===== config.mk =====
export PLATFORM = sky130hd
export DESIGN_NAME = four_stage_unpacker
export DESIGN_NICKNAME = d
export VERILOG_FILES = /design/src/rtl/four_stage_unpacker.sv
export SDC_FILE = /design/constraint.sdc
export NUM_CORES = 1
export LEC_CHECK = 0
export BUFFER_PORTS_ARGS = -buffer_cell sky130_fd_sc_hd__buf_2
export CAP_MARGIN = 20
export CORE_ASPECT_RATIO = 1.25
export CORE_MARGIN = 2
export CORE_UTILIZATION = 50
export CTS_BUF_LIST = sky130_fd_sc_hd__clkbuf_4 sky130_fd_sc_hd__clkbuf_8 sky130_fd_sc_hd__clkbuf_16
export DETAILED_ROUTE_END_ITERATION = 10
export PLACE_DENSITY_LB_ADDON = 0.12
export SYNTH_ARGS = -nofsm -noshare
export SYNTH_HDL_FRONTEND = slang
export SYNTH_SLANG_ARGS = --single-unit

===== constraint.sdc =====
create_clock -name clk -period 1.8 [get_ports clk]
set_input_delay 0.18 -clock clk [delete_from_list [all_inputs] [get_ports clk]]
set_output_delay 0.18 -clock clk [all_outputs]
set_load 0.01 [all_outputs]

===== src/rtl/four_stage_unpacker.sv =====
// four_stage_unpacker: serialises one N*W-bit word into N W-bit bytes, one per
// enabled cycle, with back-to-back reload on the last byte and overrun flagging.
//
// state | meaning
// IDLE  | no word in flight; a load is always accepted
// SHIFT | emitting bytes; cnt = bytes still to emit
module four_stage_unpacker #(
    parameter int W         = 8,
    parameter int N         = 4,
    parameter bit MSB_FIRST = 1'b1
) (
    input  logic           clk,
    input  logic           rst_n,
    input  logic           i_ld,
    input  logic           i_en,
    input  logic [N*W-1:0] i_word,
    output logic           o_rdy,
    output logic [W-1:0]   o_q,
    output logic           o_q_vld,
    output logic           o_done,
    output logic           o_busy,
    output logic           o_drop
);

    localparam int CW = $clog2(N + 1);
    localparam logic [CW-1:0] C_ONE = CW'(1);
    localparam logic [CW-1:0] C_N   = CW'(N);

    typedef enum logic {IDLE = 1'b0, SHIFT = 1'b1} state_t;

    state_t         r_state;
    state_t         w_state_nxt;
    logic [W-1:0]   r_s [N];
    logic [W-1:0]   w_ld_bytes [N];
    logic [CW-1:0]  r_cnt;
    logic [W-1:0]   r_q;
    logic           r_q_vld;
    logic           r_done;
    logic           r_drop;
    logic           w_last;
    logic           w_shift;
    logic           w_load;

    // The final byte leaving this cycle frees the pipeline for a same-cycle reload.
    assign w_shift = (r_state == SHIFT) && i_en;
    assign w_last  = w_shift && (r_cnt == C_ONE);
    assign o_rdy   = (r_state == IDLE) || w_last;
    assign w_load  = i_ld && o_rdy;

    assign o_q     = r_q;
    assign o_q_vld = r_q_vld;
    assign o_done  = r_done;
    assign o_drop  = r_drop;
    assign o_busy  = (r_state == SHIFT);

    // Slice the incoming word so that entry 0 always holds the first byte out.
    always_comb begin
        for (int i = 0; i < N; i++) begin
            w_ld_bytes[i] = '0;
            if (MSB_FIRST)
                w_ld_bytes[i] = i_word[(N-1-i)*W +: W];
            else
                w_ld_bytes[i] = i_word[i*W +: W];
        end
    end

    // State register.
    always_ff @(posedge clk or negedge rst_n) begin
        if (!rst_n)
            r_state <= IDLE;
        else
            r_state <= w_state_nxt;
    end

    // Next-state: leave IDLE on any load, return only when the last byte goes without a reload.
    always_comb begin
        w_state_nxt = r_state;
        case (r_state)
            IDLE:    if (i_ld) w_state_nxt = SHIFT;
            SHIFT:   if (w_last && !i_ld) w_state_nxt = IDLE;
            default: w_state_nxt = IDLE;
        endcase
    end

    // Shift pipeline, byte counter and registered output pulses.
    always_ff @(posedge clk or negedge rst_n) begin
        if (!rst_n) begin
            for (int i = 0; i < N; i++) r_s[i] <= '0;
            r_cnt   <= '0;
            r_q     <= '0;
            r_q_vld <= 1'b0;
            r_done  <= 1'b0;
            r_drop  <= 1'b0;
        end else begin
            r_q_vld <= 1'b0;
            r_done  <= 1'b0;
            r_drop  <= i_ld && !o_rdy;
            if (w_shift) begin
                r_q     <= r_s[0];
                r_q_vld <= 1'b1;
                for (int i = 0; i < N-1; i++) r_s[i] <= r_s[i+1];
                r_s[N-1] <= '0;
                r_cnt   <= r_cnt - C_ONE;
                if (r_cnt == C_ONE) r_done <= 1'b1;
            end
            // A load overrides the shift update of the pipeline and counter.
            if (w_load) begin
                for (int i = 0; i < N; i++) r_s[i] <= w_ld_bytes[i];
                r_cnt <= C_N;
            end
        end
    end

endmodule

==> flow_summary.toml <==
[run_status]
status = "finished clean"

[critical_path]
endpoint = "r_s[8]"
worstPathMaxFanout = 27
reg2reg_depth = 5
timing.rr.start = "r_cnt[0]"
critPathArrivalTime_ns = 1.81
path_class = "reg2reg"
crit_required_ns = 1.98
critPathLaunch = "r_cnt[0]"
reg2reg_slack_ns = 0.17
crit_path_start_kind = "register"
reg2reg_to = "r_s[8]"
crit_path_end_kind = "register"

[placement]
gp_congestion = 0.689
port_buffers = 48
hpwl_um = 2770
placed_area_um2 = 2520

[yosys]
synthTopCellsByCount = "dfrtp_1 (47), mux2_2 (35), mux2_4 (21)"
synth_async_sr_flop_share = 1.00
synth_edf_count = 0
synth.area.top_cells = "dfrtp_1 (52%), mux2_2 (18%), mux2_4 (14%), mux2i_1 (3.6%), inv_1 (1.8%)"
synth-seq-cells = 47
synth_top_area_frac = 0.524
synth_nets = 193
yosysWarnings = 0
synth.most_common_cell = "dfrtp_1"
ys_types = 23
ys_seq_area_frac = 0.524
synthCells = 155
syn_area_um2 = 2240
yosys.area.top_type = "dfrtp_1"
avgSynthCellArea_um2 = 14.5
synth_ff_type = "dfrtp_1"

[die]
pin_count = 49
die_h_um = 78.9
dieArea_um2 = 5040
rows = 27
initial_core_util = 0.515
die_x_um = 63.9
coreArea_um2 = 4360

[routing]
vias_per_cell = 4.85
wl_per_cell_um = 14.2
drcViolationCount = 0
dr.pass1.iters = 3
routed_wl_um = 3800
dr_total_vias = 1301
first_iter_violations = 75
postRouteAntennaNets = 0

[power]
p_leak_nw = 1.49
power.density_nw_per_um2 = 1270
irDropWorstVdd_v = 0.000600
power_w = 0.00332

[job]
max-cap-violations = 0

[clock_tree]
htree_levels = 2
numClockSinks = 47
root_buffer = "clkbuf_8"
postCtsSetupBuffers = 0
cts_buffer_depth = 2
clk_latency_ns = 0.29
cts_tree = "done"
path_clk_slew_ns = 0.08
cts_buffers = 5

[layout]
final_layout_size_suffix_gt1_frac = 0.576
final_nets = 247
area_growth_pct = 16.7
multiInputGateArea_um2 = 930
area.sequential_um2 = 1180
fin_area_um2 = 2620
fillers = 361
fin_util = 0.601
antennaDiodeCount = 0

[global_routing]
grt_use_total = 0.166
grt_pass1_vias = 1375
grt_overflow = 0
antenna_found_initial = 0
grt_pass1_wl_um = 6370
grt_max_degree = 28

[sta]
tightest_slew_ns = 0.380
timing.fmax_mhz = 615
rsz0062_at_grt = "no"
whs_ns = 0.0964
timing.final.crit_period_ns = 1.63
hold_viol_final = 0
clock-skew-final_ns = 0.00574
slew_headroom = 0.746
setup_tns_ns = 0
drv_slew = 0
setup_viol = 0
finalCritPeriodShare = 0.903

[min_path]
hold_class = "in2reg"
-- layout by cell type, fill, tap and decap left out --
cell,instances
xnor2_1,1
nor3b_1,1
nand2_2,1
buf_4,5
nand3_1,1
inv_2,1
a21o_2,1
clkinv_2,1
nand3b_1,1
buf_12,1
clkbuf_8,5
buf_2,48
a21oi_1,1
dfrtp_1,47
mux2_2,35
mux2i_1,8
inv_1,11
mux2_4,21
nor2_1,2
a221oi_1,1
ha_1,2
dlygate4sd3_1,1
nand2_1,11
xor2_1,1
clkbuf_4,2
-- cell families after synthesis --
logic type | after synthesis | synth area share
multiplexers | 64 | 0.352
adder cells (fa/ha/maj) | 2 | 0.0111
flip-flops | 47 | 0.524
AND/OR/NAND/NOR | 17 | 0.0334
buffers and inverters | 20 | 0.0624
XOR/XNOR | 2 | 0.00781
AO/OA/AOI/OAI | 3 | 0.00948
-- routing by layer --
layer	GRT usage	wire [um]
met1	0.196	1630
met2	0.288	1980
met3	0.0368	140
met4	0.0717	56
met5	0	0
-- state kept, by name, indices dropped and copies added, names as in the netlist --
register	flops
r_s	32
o_q	8
r_cnt	3
o_busy	1
o_done	1
o_drop	1
o_q_vld	1
-- final cells by class --
class,count,share of cell area
Sequential cell,47,0.449
Multi-Input combinational cell,88,0.355
Timing Repair Buffer,55,0.117
Clock buffer,7,0.0320
Tap cell,58,0.0277
Inverter,12,0.0172
Clock inverter,1,0.00191
-- power by group --
group	total (W)	internal (W)	switching (W)
registers	0.00158	0.00140	0.000181
logic	0.00112	0.000707	0.000411
clock network	0.000622	0.000303	0.000319
total	0.00332	0.00241	0.000911
-- worst max-delay path, stage by stage (launching register included) --
cell and delay, ns:
dfrtp_1 0.41, ha_1 0.22, nand3b_1 0.11, a21o_2 0.18, buf_12 0.22, mux2_2 0.36
-- worst min path at each step --
stage	start	endpoint	depth (start not counted)
after floorplan	rst_n	o_busy	0
after global placement	rst_n	r_cnt[2]	1
after detailed placement	rst_n	o_done	1
after CTS	i_ld	r_cnt[0]	2
after global routing	i_ld	r_cnt[0]	2
final	i_ld	r_cnt[0]	2
-- per-stage QoR --
step / worst slack, ns / instances
3_5_place_dp: 0.183 / 259
3_3_place_gp: 0.229 / 259
4_1_cts: 0.164 / 268
2_1_floorplan: 0.286 / 155
6_report: 0.174 / 268
5_1_grt: 0.107 / 268
-- timing repair --
item,4_1_cts,5_1_grt
setup endpoints to repair,0,0
hold buffers,1,0
gates resized for setup,0,0
endpoints found under the hold margin,14,0
No activity file was read; power rests on OpenSTA's default activity.
